--- config.mk ---
export PLATFORM = sky130hd
export DESIGN_NAME = adc_spi_rx_multi
export DESIGN_NICKNAME = d
export VERILOG_FILES = /design/src/rtl/adc_spi_rx_multi.sv
export SDC_FILE = /design/constraint.sdc
export NUM_CORES = 1
export LEC_CHECK = 0
export BUFFER_PORTS_ARGS = -buffer_cell sky130_fd_sc_hd__buf_2
export CORE_ASPECT_RATIO = 0.75
export CORE_MARGIN = 3
export CORE_UTILIZATION = 30
export CTS_BUF_LIST = sky130_fd_sc_hd__clkbuf_4 sky130_fd_sc_hd__clkbuf_8
export DETAILED_ROUTE_END_ITERATION = 10
export PLACE_DENSITY = 0.48
export RECOVER_POWER = 25
export SYNTH_ARGS = -nofsm -noshare
export SYNTH_HDL_FRONTEND = slang
export SYNTH_SLANG_ARGS = --single-unit
--- constraint.sdc ---
create_clock -name clk -period 2.84 [get_ports clk]
set_input_delay 0.568 -clock clk [delete_from_list [all_inputs] [get_ports clk]]
set_output_delay 0.568 -clock clk [all_outputs]
set_load 0.1 [all_outputs]
--- src/rtl/adc_spi_rx_multi.sv ---
// adc_spi_rx_multi: SPI master receiver for CH ADC lanes sharing CS/SCLK, field extract + sign-extend.
// Optional ADC_AVG_EN adds per-channel averaging over 2^AVG_LOG2 frames.
module adc_spi_rx_multi #(
    parameter int CH         = 2,
    parameter int FRAME_BITS = 16,
    parameter int DATA_MSB   = 11,
    parameter int DATA_BITS  = 12,
    parameter int OUT_W      = 16,
    parameter int SIGNED_IN  = 0,
    parameter int CLK_DIV    = 4,
    parameter int CS_IDLE    = 2,
    parameter int AVG_LOG2   = 2
) (
    input  logic                  clk,
    input  logic                  reset,
    input  logic                  start,
    input  logic                  continuous,
    input  logic [CH-1:0]         SDATA,
    output logic                  CS,
    output logic                  SCLK,
    output logic                  busy,
    output logic                  rx_done_tick,
    output logic [CH*OUT_W-1:0]   data_out,
    output logic                  overrun_tick
);
    localparam logic [1:0] IDLE = 2'd0, LEAD = 2'd1, SHIFT = 2'd2, QUIET = 2'd3;
    localparam int QW = $clog2(CS_IDLE * CLK_DIV + CLK_DIV);
    localparam int BW = $clog2(FRAME_BITS + 1);
    localparam logic [QW-1:0] DIV_END = QW'(CLK_DIV - 1);
    localparam logic [QW-1:0] QUIET_END = QW'(CS_IDLE * CLK_DIV - 1);
    localparam logic [BW-1:0] BIT_END = BW'(FRAME_BITS);
    localparam logic [DATA_BITS-1:0] MSB_BIT = DATA_BITS'(1) << (DATA_BITS - 1);
    localparam logic [DATA_BITS-1:0] FLIP = (SIGNED_IN != 0) ? '0 : MSB_BIT;

    logic [1:0]                  state;
    logic [QW-1:0]               cnt;
    logic [BW-1:0]               bit_cnt;
    logic                        phase;
    logic                        pending;
    logic [FRAME_BITS-1:0]       frame [CH];
    logic signed [OUT_W-1:0]     conv [CH];
    logic                        div_done, quiet_done, go_lead, frame_done, sample;

    assign div_done   = cnt == DIV_END;
    assign quiet_done = cnt == QUIET_END;
    assign go_lead    = (state == IDLE && (start || continuous || pending)) ||
                        (state == QUIET && quiet_done && (continuous || pending));
    assign frame_done = state == SHIFT && phase && div_done && bit_cnt == BIT_END;
    assign sample     = state == SHIFT && !phase && div_done;
    assign CS         = state == IDLE || state == QUIET;
    assign SCLK       = !(state == SHIFT && !phase);
    assign busy       = state != IDLE;

    always_comb begin
        for (int i = 0; i < CH; i++)
            conv[i] = OUT_W'($signed(frame[i][DATA_MSB -: DATA_BITS] ^ FLIP));
    end

    // phase 0 = SCLK low half, phase 1 = SCLK high half
    always_ff @(posedge clk or negedge reset) begin
        if (!reset) begin
            state        <= IDLE;
            cnt          <= '0;
            bit_cnt      <= '0;
            phase        <= 1'b0;
            pending      <= 1'b0;
            overrun_tick <= 1'b0;
        end else begin
            overrun_tick <= start && busy && !continuous && pending;
            pending      <= go_lead ? 1'b0 : (start && busy && !continuous) ? 1'b1 : pending;
            if (go_lead) begin
                state <= LEAD;
                cnt   <= '0;
            end else if (state == LEAD && div_done) begin
                state   <= SHIFT;
                cnt     <= '0;
                phase   <= 1'b0;
                bit_cnt <= '0;
            end else if (frame_done) begin
                state <= QUIET;
                cnt   <= '0;
            end else if (state == SHIFT && div_done) begin
                cnt     <= '0;
                phase   <= !phase;
                bit_cnt <= phase ? bit_cnt : bit_cnt + 1'b1;
            end else if (state == QUIET && quiet_done) begin
                state <= IDLE;
                cnt   <= '0;
            end else if (state != IDLE) begin
                cnt <= cnt + 1'b1;
            end
        end
    end

    always_ff @(posedge clk or negedge reset) begin
        if (!reset) begin
            for (int i = 0; i < CH; i++)
                frame[i] <= '0;
        end else if (sample) begin
            for (int i = 0; i < CH; i++)
                frame[i] <= {frame[i][FRAME_BITS-2:0], SDATA[i]};
        end
    end

`ifdef ADC_AVG_EN
    localparam int AW = OUT_W + AVG_LOG2;
    localparam int CW = AVG_LOG2 + 1;
    localparam logic [CW-1:0] AVG_LAST = CW'(2 ** AVG_LOG2 - 1);
    logic signed [AW-1:0] acc [CH];
    logic signed [AW-1:0] sum [CH];
    logic [CW-1:0]        avg_cnt;
    logic                 avg_last;

    assign avg_last = avg_cnt == AVG_LAST;

    always_comb begin
        for (int i = 0; i < CH; i++)
            sum[i] = acc[i] + AW'(conv[i]);
    end

    always_ff @(posedge clk or negedge reset) begin
        if (!reset) begin
            rx_done_tick <= 1'b0;
            data_out     <= '0;
            avg_cnt      <= '0;
            for (int i = 0; i < CH; i++)
                acc[i] <= '0;
        end else begin
            rx_done_tick <= frame_done && avg_last;
            if (frame_done) begin
                avg_cnt <= avg_last ? '0 : avg_cnt + 1'b1;
                for (int i = 0; i < CH; i++) begin
                    acc[i] <= avg_last ? '0 : sum[i];
                    if (avg_last)
                        data_out[i*OUT_W +: OUT_W] <= OUT_W'(sum[i] >>> AVG_LOG2);
                end
            end
        end
    end
`else
    always_ff @(posedge clk or negedge reset) begin
        if (!reset) begin
            rx_done_tick <= 1'b0;
            data_out     <= '0;
        end else begin
            rx_done_tick <= frame_done;
            if (frame_done) begin
                for (int i = 0; i < CH; i++)
                    data_out[i*OUT_W +: OUT_W] <= conv[i];
            end
        end
    end
`endif
endmodule

# Word-level counts from Yosys, hierarchy flattened

Index checks and enable logic that the tools add are counted.

Bitwise gates (word level): 3
Reduce and logical (&&, ||, !) cells: 30
Multiplexer cells: 20
Add/sub/neg operators: 2
Equal/unequal tests: 9

Operator list:

| cell                | count |
|---|---|
| $mux 4              | 6 |
| $mux 5              | 4 |
| $logic_and 1x1->1   | 13 |
| $mux 2              | 5 |
| $reduce_bool 2->1   | 3 |
| $reduce_bool 6->1   | 1 |
| $add 5x1->5 const B | 1 |
| $eq 5x5->1 const B  | 1 |
| $logic_or 1x1->1    | 5 |
| $mux 1              | 5 |
| $add 4x1->4 const B | 1 |
| $eq 2x2->1 const B  | 2 |
| $eq 4x2->1 const B  | 1 |
| $eq 4x3->1 const B  | 1 |
| $ne 2x1->1 const B  | 2 |
| $ne 4x4->1 const B  | 1 |
| $reduce_and 4->1    | 1 |
| $reduce_bool 4->1   | 1 |
| $logic_not 1->1     | 3 |
| $not 1->1           | 3 |
| $reduce_and 3->1    | 1 |
| $eq 2x1->1 const B  | 1 |
| $logic_not 2->1     | 1 |
| $reduce_and 2->1    | 1 |

Bits of input ports: 6
Output and inout bits: 37
Bits in registers: 67
Logic and storage cells: 74

# Longest topological paths before layout

Word-level depth: 7
Depth in mapped cells: 7
Gate-level depth less buffers: 6

# Worst setup path before layout

Ideal clock, no wire load.

Path kind: register to register
Start: reg state[0]
End: reg bit_cnt[4]
Setup time: 0.087 ns
Clock period less this slack: 2.312 ns
Arrival time: 2.225 ns
Path buffers: 1
Setup slack: 0.528 ns
Cell stages (with the launch flop): 8
Data required time: 2.753 ns
Cell sequence: dfrtp_1 inv_1 ha_1 clkbuf_1 inv_1 a21oi_1 or3_1 o211ai_1

Longest elaborated chain between the ends: 6
Elaborated cells between the ends (all ways): 19
Those cells by class: 5 x eq/ne; 1 x mux; 1 x bitwise; 12 x reduce/logical

RTL lines:

| what                                                     | RTL line   | source |
|---|---|---|
| from (decl)                                              | 35         | `logic [1:0] state;` |
| from (signal assigned)                                   | 62         | `state <= IDLE;` |
| from (signal assigned)                                   | 72         | `state <= LEAD;` |
| from (signal assigned)                                   | 75         | `state <= SHIFT;` |
| $eq 2x2->1 (on tied branches)                            | 48, 82, 47 |  |
| $logic_and 1x1->1 (on tied branches) (2 in a row)        | 48, 47     |  |
| $logic_and 1x1->1 or $logic_or 1x1->1 (tied branches)    | 48, 46     |  |
| $ne 2x1->1 (no source line) or $not 1->1 (tied branches) | n/a        |  |
| $reduce_and 4->1 (no source line)                        | n/a        |  |
| to (signal assigned)                                     | 85         | `bit_cnt <= phase ? bit_cnt : bit_cnt + 1'b1;` |
| to (decl)                                                | 37         | `logic [BW-1:0] bit_cnt;` |

Several ways; a longest one is shown, not always the timed one.
A chain may end at the register's enable or synchronous reset.

# Worst setup path after layout

Start: reg state[0]
End: out SCLK

Longest elaborated chain between the ends: 3

RTL lines:

| what              | RTL line | source |
|---|---|---|
| $eq 2x2->1        | 51       | `assign SCLK = !(state == SHIFT && !phase);` |
| $logic_and 1x1->1 | 51       |  |
| $logic_not 1->1   | 51       |  |
| to (decl)         | 20       | `output logic SCLK,` |

No other way between the ends.

==> results by group <==
STA
  • Worst Max-Slew Pin Slew: 1.22 ns
  • Min Hold Slack: about 0.43 ns
  • Skew final: 0.0109 ns
  • Final Critical Period: 2.36 ns
  • Highest clock rate: 424 MHz
  • RSZ-0062 raised after global routing: false
  • Post-route clock period utilization: 0.830
  • Final setup vio count: 0
  • Slew HR: 0.184
  • Final hold violation count: 0
  • Final worst slack: around 0.48 ns
  • Slew Limit Fails: 0
  • Setup TNS: 0 ns

Die
  • Row cnt: 29
  • Die width: 116 um
  • Initial Util: 0.317
  • Die ar.: 10400 sq um
  • Core region area: ~8700 sq um
  • I/O pins: 43
  • Die Height: 88.9 um

Layout
  • # fillers: 843
  • Final cell count without fillers: 368
  • # diodes: 0
  • Reg area: 1580 sq um
  • Multi-input gate area: between 1000 and 1500 sq um
  • Layout cells sized above 1: 0.369
  • Layout net count: about 270
  • Area growth, synth to finish: 18.9%

Placement
  • RD Place Congestion: ~0.78
  • Placed insts: 352
  • Port buffer count: 42
  • Pre-CTS WS: about 0.6 ns
  • Post-DP HPWL: 3.36 mm

Pwr
  • Cell Pwr Density: 826 nW/um^2
  • Leakage Power: approximately 1.7 nW
  • Power, Total: 2.70 mW
  • Peak supply drop: 0.245 mV

Clock tree
  • Clk slew on worst S/H paths: roughly 0.07 ns
  • Clock root cell: clkbuf_8
  • Clk sink count: 63
  • H-tree depth: 3
  • Post_cts resized: 0
  • Hold buffer count at cts: 0
  • Post-CTS Setup Bufs: 0
  • Num CTS Buffers: 9
  • Clock latency on the worst-skew pair: roughly 0.34 ns
  • Clock tree buffer depth: 2
  • CTS tree: done

Logic synthesis
  • Most common flop cell mapped by yosys: dfrtp_1
  • Yosys warns: 0
  • Async S/R FF share, synth: 1.00
  • Simple-gate area share of the yosys netlist: 0.0952
  • Cell taking the most area after synthesis: dfrtp_1
  • Mapped Area: about 2700 sq um
  • EDFF count, synth: 0
  • Share of the synthesized area in the top cell type: 0.574
  • Synthesized Nets: 223
  • Largest family of logic cells by synthesized area: multiplexers
  • Post-Syn Area per Cell: 13.1 sq um
  • Adder and majority gate portion of the synthesized area: 0.0319
  • Synthesized netlist cell count: 210
  • Synth top area cells: dfrtp_1 (57%), mux2_2 (13%), mux2_1 (5.7%), ha_1 (3.2%), buf_4 (2.5%)
  • Synth unique cells: 40
  • Fraction of synthesized cell area in xor and xnor cells: 0.00319
  • Yosys reg bits: 63
  • Synth Area in Compound Gates: 0.0583
  • Post-synthesis sequential area ratio: 0.574
  • Multiplexer share of the synthesized area: 0.192

GRT
  • Gr usage total: 0.101
  • Total global routing overflow: 0
  • Global-route wire length before repair: between 7 and 8 mm
  • Initial antenna violation count: 0
  • Vias in the first global route: about 1600
  • Pin count of the biggest net entering global routing: 29

Setup path
  • Crit path DAT: 1.79 ns
  • Setup Crit Path Kind: reg -> out
  • Crit-path cells: inv_1 -> ha_1 -> nor2b_1 -> inv_1 -> buf_2
  • WP data required: 2.27 ns
  • Slowest stage delay, CP: around 0.41 ns
  • Critical path fanouts, max: 5
  • Crit end category: output pin
  • CP dominant cell by count: inv_1
  • Startpoint types: flop
  • Crit path from: state[0]$_DFFE_PN0P_
  • FF-to-FF Start: cnt[0]$_DFFE_PN0P_
  • Slowest-stage cell, CP: dfrtp_1

Hold path
  • Hold Crit Start: continuous
  • Worst hold-check path type: in -> reg

Route
  • 1st-iter DRT viols: between 60 and 70
  • Routed WL per cell: around 13 um
  • DR pass1 iterations: 4
  • Post-route ant nets: 0
  • Via/cell ratio: 4.60
  • Routed vias: about 1700
  • Final wirelength: roughly 4.9 mm
  • Drt drc: 0

Job
  • Max cap viols: 0

Outcome
  • Status: finished clean
critical path: cells and delay by family, from the launching register on:
| kind | cells | cell delay [ns] |
|---|---|---|
| buffers and inverters | 3 | 0.49 |
| DFF | 1 | 0.41 |
| adders and majority gates | 1 | 0.23 |
| and+or+nand+nor | 1 | 0.32 |
path summary, 6_finish.rpt:
kind | slack (ns) | depth (start not counted) | endpoint
setup / recovery | 0.48 | 5 | SCLK
hold / removal | 0.43 | 2 | overrun_tick$_DFF_PN0_
setup reg to reg | 0.64 | 4 | data_out[17]$_DFFE_PN0P_
hold reg to reg | 0.46 | 1 | data_out[15]$_DFFE_PN0P_
max in group asynchronous | 0.71 | 2 | data_out[9]$_DFFE_PN0P_
min in group asynchronous | 0.47 | 1 | data_out[21]$_DFFE_PN0P_
state kept, by name, summed over array words and instances (netlist names):
signal        count
rx_done_tick      1
state             2
data_out         24
cnt               4
bit_cnt           5
phase             1
conv             22
pending           1
frame             2
overrun_tick      1
cell families after synthesis:
kind of cell | count (synthesis)
muxes | 47
buffers and inverters | 23
xor gates and xnor gates | 1
DFF | 63
and+or+nand+nor | 44
adders and majority gates | 7
AOI/OAI and AO/OA | 25
cell usage after synthesis (2+ instances only):
| library cell | n |
|---|---|
| dfrtp_1 | 63 |
| mux2_2 | 32 |
| nand2_1 | 15 |
| mux2_1 | 14 |
| inv_1 | 10 |
| o21ai_0 | 10 |
| buf_4 | 9 |
| ha_1 | 7 |
| nor2_1 | 6 |
| a21oi_1 | 4 |
| nand3_1 | 4 |
| buf_2 | 3 |
| a31oi_1 | 2 |
| and2_1 | 2 |
| and3_1 | 2 |
| nand2b_1 | 2 |
| nand4_1 | 2 |
metrics by stage:
step,cell area [sq um],utilization
after floorplan,2750,-
after global placement,3040,0.351
after detailed placement,3040,0.351
after CTS,3270,0.377
after global routing,3260,0.376
final,3260,0.376
cell usage in the layout (no fill, tap or decap), types with 2 or more instances in the layout:
cell / count
a31oi_1: 2
nor2_1: 6
nand2b_1: 2
nand3_1: 4
dfrtp_1: 63
and2_1: 2
mux2_1: 14
clkinvlp_4: 2
clkbuf_1: 3
buf_2: 41
and3_1: 2
mux2_2: 32
nand4_1: 2
bufinv_16: 2
inv_1: 10
buf_4: 3
a21oi_1: 4
clkbuf_8: 10
nand2_1: 15
o21ai_0: 10
ha_1: 7
power breakdown:
group	switching (mW)	internal, mW	total (mW)
clock	0.358	0.522	0.880
combinational	0.467	0.221	0.688
sequential	0.117	1.01	1.13
area by class of cell:
cell class	count	area share
Multi-Input combinational cell	124	0.320
Inverter	10	0.0115
Clock inverter	6	0.0284
Sequential cell	63	0.483
Tap cell	108	0.0414
Timing Repair Buffer	47	0.0732
Clock buffer	10	0.0422
layer usage:
layer	global-route usage	part of all wire
met5	0	0
met4	0.0348	0.014
met3	0.0417	0.043
met2	0.141	0.43
met1	0.141	0.51
(Power assumes the default switching activity.)
